`config.mk`:
```
export PLATFORM = sky130hd
export DESIGN_NAME = fifo_stim_gen_flat
export DESIGN_NICKNAME = d
export VERILOG_FILES = /design/src/rtl/fifo_stim_gen_if.sv /design/src/rtl/fifo_stim_gen.sv /design/src/flat_wrapper.sv
export SDC_FILE = /design/constraint.sdc
export NUM_CORES = 1
export LEC_CHECK = 0
export BUFFER_PORTS_ARGS = -buffer_cell sky130_fd_sc_hd__buf_4
export CAP_MARGIN = 20
export CORE_MARGIN = 2
export CORE_UTILIZATION = 46
export DETAILED_ROUTE_END_ITERATION = 10
export PLACE_DENSITY = 0.62
export SYNTH_ARGS = -nofsm -noshare
export SYNTH_HDL_FRONTEND = slang
export SYNTH_SLANG_ARGS = --single-unit
```
`constraint.sdc`:
```
create_clock -name clk_in -period 2.2 [get_ports clk_in]
set_input_delay 0 -clock clk_in [delete_from_list [all_inputs] [get_ports clk_in]]
set_output_delay 0 -clock clk_in [all_outputs]
set_load 0.02 [all_outputs]
```
`src/rtl/fifo_stim_gen_if.sv`:
```
// FIFO-side bundle of the single-step stimulus generator.
// master: drives wr_clk/rd_clk/data_in/enables, samples f_full/f_empty.
interface fifo_stim_gen_if #(
    parameter int DATA_W = 3
);
    logic              wr_clk;
    logic              rd_clk;
    logic [DATA_W-1:0] data_in;
    logic              enable_wr;
    logic              enable_rd;
    logic              f_full;
    logic              f_empty;

    modport master (
        output wr_clk, rd_clk, data_in,
        output enable_wr, enable_rd,
        input  f_full, f_empty
    );

    modport slave (
        input  wr_clk, rd_clk, data_in,
        input  enable_wr, enable_rd,
        output f_full, f_empty
    );
endinterface

```
`src/rtl/fifo_stim_gen.sv`:
```
// fifo_stim_gen: pushbutton-driven single-step FIFO write/read pulser.
// Ports: clk_in, reset_in (async low), btn_wr/btn_rd raw buttons,
// fifo (master: clocks, data, enables, full/empty), busy, drop.
module fifo_stim_gen #(
    parameter int DEB_CYCLES   = 500000,
    parameter int PULSE_CYCLES = 4,
    parameter int DATA_W       = 3
) (
    input  logic           clk_in,
    input  logic           reset_in,
    input  logic           btn_wr,
    input  logic           btn_rd,
    fifo_stim_gen_if.master fifo,
    output logic           busy,
    output logic           drop
);

    localparam int CW = (DEB_CYCLES > 1) ? $clog2(DEB_CYCLES) : 1;
    localparam int PW = (PULSE_CYCLES > 1) ? $clog2(PULSE_CYCLES) : 1;
    localparam logic [CW-1:0] DEB_LAST = CW'(DEB_CYCLES - 1);
    localparam logic [PW-1:0] P_LAST   = PW'(PULSE_CYCLES - 1);

    typedef enum logic [1:0] {
        IDLE,
        SETUP,
        PULSE_HI,
        PULSE_LO
    } state_t;

    // bit 0 = write channel, bit 1 = read channel
    logic [3:0]        meta_q, sync_q;
    logic [1:0]        btn_s;
    logic              full_s, empty_s;
    logic [1:0]        stab_q, stab_d, rise_d;
    logic [CW-1:0]     deb_q [2];
    logic [CW-1:0]     deb_d [2];
    logic [1:0]        pend_q;
    state_t            state_q;
    logic [PW-1:0]     pcnt_q;
    logic              op_rd_q;
    logic [DATA_W-1:0] seq_q;
    logic              wr_clk_q, rd_clk_q;
    logic              en_wr_q, en_rd_q;
    logic              busy_q, drop_q;

    always_ff @(posedge clk_in or negedge reset_in) begin
        if (!reset_in) begin
            meta_q <= '0;
            sync_q <= '0;
        end else begin
            meta_q <= {fifo.f_empty, fifo.f_full, btn_rd, btn_wr};
            sync_q <= meta_q;
        end
    end

    assign btn_s   = sync_q[1:0];
    assign full_s  = sync_q[2];
    assign empty_s = sync_q[3];

    // Stable state flips on the DEB_CYCLES-th consecutive differing cycle.
    always_comb begin
        stab_d = stab_q;
        deb_d[0] = '0;
        deb_d[1] = '0;
        for (int i = 0; i < 2; i++) begin
            if (btn_s[i] != stab_q[i]) begin
                if (deb_q[i] == DEB_LAST) begin
                    stab_d[i] = btn_s[i];
                end else begin
                    deb_d[i] = deb_q[i] + 1'b1;
                end
            end
        end
        rise_d = stab_d & ~stab_q;
    end

    always_ff @(posedge clk_in or negedge reset_in) begin
        if (!reset_in) begin
            stab_q <= '0;
            deb_q[0] <= '0;
            deb_q[1] <= '0;
        end else begin
            stab_q <= stab_d;
            deb_q[0] <= deb_d[0];
            deb_q[1] <= deb_d[1];
        end
    end

    always_ff @(posedge clk_in or negedge reset_in) begin
        if (!reset_in) begin
            state_q  <= IDLE;
            pend_q   <= '0;
            pcnt_q   <= '0;
            op_rd_q  <= 1'b0;
            seq_q    <= '0;
            wr_clk_q <= 1'b0;
            rd_clk_q <= 1'b0;
            en_wr_q  <= 1'b0;
            en_rd_q  <= 1'b0;
            busy_q   <= 1'b0;
            drop_q   <= 1'b0;
        end else begin
            drop_q <= 1'b0;
            // Setting an already-set flag is a no-op: extra presses ignored.
            pend_q <= pend_q | rise_d;
            unique case (state_q)
                IDLE: begin
                    if (pend_q[0]) begin
                        pend_q[0] <= 1'b0;
                        if (full_s) begin
                            drop_q <= 1'b1;
                        end else begin
                            state_q <= SETUP;
                            op_rd_q <= 1'b0;
                            en_wr_q <= 1'b1;
                            busy_q  <= 1'b1;
                        end
                    end else if (pend_q[1]) begin
                        pend_q[1] <= 1'b0;
                        if (empty_s) begin
                            drop_q <= 1'b1;
                        end else begin
                            state_q <= SETUP;
                            op_rd_q <= 1'b1;
                            en_rd_q <= 1'b1;
                            busy_q  <= 1'b1;
                        end
                    end
                end
                SETUP: begin
                    state_q <= PULSE_HI;
                    pcnt_q  <= '0;
                    if (op_rd_q) rd_clk_q <= 1'b1;
                    else         wr_clk_q <= 1'b1;
                end
                PULSE_HI: begin
                    if (pcnt_q == P_LAST) begin
                        state_q  <= PULSE_LO;
                        pcnt_q   <= '0;
                        wr_clk_q <= 1'b0;
                        rd_clk_q <= 1'b0;
                    end else begin
                        pcnt_q <= pcnt_q + 1'b1;
                    end
                end
                PULSE_LO: begin
                    if (pcnt_q == P_LAST) begin
                        state_q <= IDLE;
                        en_wr_q <= 1'b0;
                        en_rd_q <= 1'b0;
                        busy_q  <= 1'b0;
                        if (!op_rd_q) seq_q <= seq_q + 1'b1;
                    end else begin
                        pcnt_q <= pcnt_q + 1'b1;
                    end
                end
                default: state_q <= IDLE;
            endcase
        end
    end

    // seq_q only moves on write completion, so data is steady per operation.
    assign fifo.data_in   = seq_q;
    assign fifo.wr_clk    = wr_clk_q;
    assign fifo.rd_clk    = rd_clk_q;
    assign fifo.enable_wr = en_wr_q;
    assign fifo.enable_rd = en_rd_q;
    assign busy           = busy_q;
    assign drop           = drop_q;

endmodule

```
`src/flat_wrapper.sv`:
```
// flat-port wrapper written by rule: the top's interface ports become plain ports
module fifo_stim_gen_flat 
#(
    parameter int DEB_CYCLES   = 500000,
    parameter int PULSE_CYCLES = 4,
    parameter int DATA_W       = 3
)
  (clk_in, reset_in, btn_wr, btn_rd, busy, drop, fifo_wr_clk, fifo_rd_clk, fifo_data_in, fifo_enable_wr, fifo_enable_rd, fifo_f_full, fifo_f_empty);
  fifo_stim_gen_if #(.DATA_W(DATA_W)) fifo_i ();
  input  logic clk_in;
  input  logic reset_in;
  input  logic btn_wr;
  input  logic btn_rd;
  output logic busy;
  output logic drop;
  output wire logic [$bits(fifo_i.wr_clk)-1:0] fifo_wr_clk;
  output wire logic [$bits(fifo_i.rd_clk)-1:0] fifo_rd_clk;
  output wire logic [$bits(fifo_i.data_in)-1:0] fifo_data_in;
  output wire logic [$bits(fifo_i.enable_wr)-1:0] fifo_enable_wr;
  output wire logic [$bits(fifo_i.enable_rd)-1:0] fifo_enable_rd;
  input wire logic [$bits(fifo_i.f_full)-1:0] fifo_f_full;
  input wire logic [$bits(fifo_i.f_empty)-1:0] fifo_f_empty;
  assign fifo_wr_clk = fifo_i.wr_clk;
  assign fifo_rd_clk = fifo_i.rd_clk;
  assign fifo_data_in = fifo_i.data_in;
  assign fifo_enable_wr = fifo_i.enable_wr;
  assign fifo_enable_rd = fifo_i.enable_rd;
  assign fifo_i.f_full = fifo_f_full;
  assign fifo_i.f_empty = fifo_f_empty;
  fifo_stim_gen #(.DEB_CYCLES(DEB_CYCLES), .PULSE_CYCLES(PULSE_CYCLES), .DATA_W(DATA_W)) u_core (.clk_in(clk_in), .reset_in(reset_in), .btn_wr(btn_wr), .btn_rd(btn_rd), .fifo(fifo_i), .busy(busy), .drop(drop));
endmodule
```
==> flow_summary.ini <==
[cells_and_area]
multi_input_area_um2 = 1390
utilization = 0.555
seq_area_um2 = 1600
fin_nets = 340
drive_above_1_share = 0.145
final.fill_count = 577
area_delta_synth_final_pct = 15.6
diodes = 0

[placed_design]
place_hpwl_mm = 3.73
gp_congestion = 0.801
numPortBuffers = 14

[clock_network]
post_cts_buffers = 0
cts_root_buffer = clkbuf_8
cts_tree = built
clkTransAtPathRegs_ns = 0.07
clkSinkCount = 64
postCtsHoldBufs = 5
cts_resized = 0
cts_buffers = 9
h-tree-depth = 3
clk_path_buf_depth = 2
clock_latency_ns = 0.34

[timing]
setup_viol = 0
post-route-period-util = 0.899
finalMaxSlewViolations = 0
tns_ns = 0
fin_crit_ns = 1.98
slew_headroom = 0.473
rsz0062_at_grt = no
clock_skew_ns = 0.00687
worst_pin_slew_ns = 0.791
hold_viol_final = 0
fmax_mhz = 506

[grt]
grt.total_usage = 0.173
grt_max_degree = 65
top_usage_layer = met2
antenna_found_initial = 0
grt_use_met1 = 0.226
use_met2 = 0.269
gr-usage-met3 = 0.0549
grt_pass1_wl_mm = 9.99
grt_overflow = 0
grt_pass1_vias = 2153

[setup_path]
r2r_start = u_core.deb_q[19]
critPathLaunchType = flip-flop
r2r-end = u_core.deb_q[37]
reg2reg_depth = 5
critical_path_class = flip-flop to flip-flop
cp_max_fo = 7
endpoint_kind = flip-flop
rrSetupSlack_ns = 0.22
crit_arrival_ns = 2.25
crit_required_ns = 2.47

[detailed_routing]
drc_errors = 2
via_per_inst = 5.38
dr.pass1.iters = 9
drtIter0Drc = 95
routedWlPerCell_um = 13.9
finalWirelength_mm = 5.68
ant_nets = 0
via_count = 2189

[job]
max-cap-violations = 0

[die]
start_util = 0.480
die_area_um2 = 7370
num_io_pins = 15
die-width_um = 85.9
fp-row-count = 29
core_um2 = 6420
die_y_um = 85.9

[synthesis]
yosys.area.top_type_share = 0.519
ys_top_cells_by_area = dfrtp_1 52%, xnor2_1 6.5%, nor2_1 5.0%
syn_inst = 295
syn_area_um2 = 3080
synth-edff-count = 0
ys_seq_area_frac = 0.519
async_flop_share = 1.00
yosys.cell_types.count = 47
synthFlopType = dfrtp_1
synth_top_area_cell = dfrtp_1
synth.avg_cell_area_um2 = 10.5
synth_nets = 310
synth_seq_cells = 64
yosys_warnings = 0

[pwr]
leakage_nw = 1.53
peakVddDrop_v = 0.000479
power_density_nw_per_um2 = 672

[outcome]
outcome = finished, violations left
violations = design-rule violations

[worst_hold_path]
hp-class = input pin to async pin
[power by group]
group,switching (mW),internal [mW],total (mW)
Combinational,0.0468,0.0280,0.0747
Sequential,0.0146,1.19,1.21
Clock,0.475,0.639,1.11
Total,0.537,1.86,2.40
[critical path, cell delays in order, from the launching register on]
cell     delay, ns
dfrtp_1       0.40
ha_1          0.29
nand4_4       0.19
or4_1         0.56
or3_1         0.34
a21oi_2       0.13
[cell usage after synthesis (all sizes together) (3+ instances only)]
cell type,count
nand2,16
nand2b,3
xor2,10
mux2,4
nand4,12
dfrtp,64
xnor2,23
a22o,3
ha,9
inv,16
a21oi,10
or4,4
nor4,11
nor2,41
nor3,4
nand3,11
clkbuf,3
o21ai,15
nor3b,3
or3,7
[sequential cells by signal, summed over array words and instances, names as in the netlist]
name and flops:
u_core.stab_q 2, u_core.drop 1, u_core.pend_q 2, u_core.meta_q 4, u_core.sync_q 4, u_core.fifo.enable_rd 1, u_core.fifo.rd_clk 1, u_core.fifo.data_in 3
u_core.deb_q 38, u_core.busy 1, u_core.state_q 2, u_core.op_rd_q 1, u_core.fifo.wr_clk 1, u_core.pcnt_q 2, u_core.fifo.enable_wr 1
[kinds of logic (layout without fill, tap and decap cells)]
| logic type | count (synthesis) | count (layout) | share of synthesized area |
|---|---|---|---|
| mux | 5 | 5 | 0.0179 |
| flops | 64 | 64 | 0.519 |
| buf+inv | 21 | 56 | 0.0284 |
| compound gates | 39 | 39 | 0.0860 |
| xor+xnor | 33 | 33 | 0.0937 |
| fa+ha+maj | 9 | 9 | 0.0365 |
| simple gates | 124 | 124 | 0.218 |
[worst max-delay path by stage]
stage	endpoint	start	slack, ns
floorplan	u_core.deb_q[37]	u_core.deb_q[19]	0.34
global placement	u_core.deb_q[37]	u_core.deb_q[19]	0.27
detailed placement	u_core.deb_q[37]	u_core.deb_q[19]	0.23
CTS	u_core.deb_q[37]	u_core.deb_q[19]	0.21
global route	u_core.stab_q[0]	u_core.deb_q[26]	0.06
finish	u_core.deb_q[37]	u_core.deb_q[19]	0.22
[area by class of cell]
| cell class | instances | area share |
|---|---|---|
| clock buffers | 9 | 0.0348 |
| clock inverters | 7 | 0.0267 |
| inverters | 16 | 0.0169 |
| multi-input cells | 210 | 0.391 |
| flip-flops and latches | 64 | 0.449 |
| well taps | 77 | 0.0270 |
| repair buffers | 24 | 0.0541 |
[per-stage QoR]
| step | cell area, um2 | setup slack [ns] | hold WS (ns) | total power [mW] | cells |
|---|---|---|---|---|---|
| floorplan | 3080 | 0.342 | -0.296 | 1.26 | 295 |
| global placement | 3290 | 0.273 | 0.110 | 1.30 | 386 |
| detailed placement | 3290 | 0.231 | 0.111 | 1.30 | 386 |
| CTS | 3560 | 0.211 | 0.281 | 2.44 | 407 |
| global route | 3560 | 0.0619 | 0.278 | 2.50 | 407 |
| finish | 3560 | 0.223 | 0.258 | 2.40 | 407 |
[layout by cell type, fill, tap and decap left out, drive strengths merged, types with 5 or more instances in the layout]
master	count
dfrtp	64
nor2	41
xnor2	23
buf	19
inv	17
nand2	16
o21ai	15
nand4	12
nor4	11
nand3	11
xor2	10
a21oi	10
ha	9
clkbuf	9
or3	7
dlygate4sd3	5
[layer usage]
metal  share of wire  vias to the layer above  wire, um
li1                -                     1100         -
met5               0                        -         0
met4           0.016                        0        93
met2            0.46                       35      2620
met3           0.043                       11       246
met1            0.48                     1043      2710
Note: power is estimated with default switching activity, not from simulation.
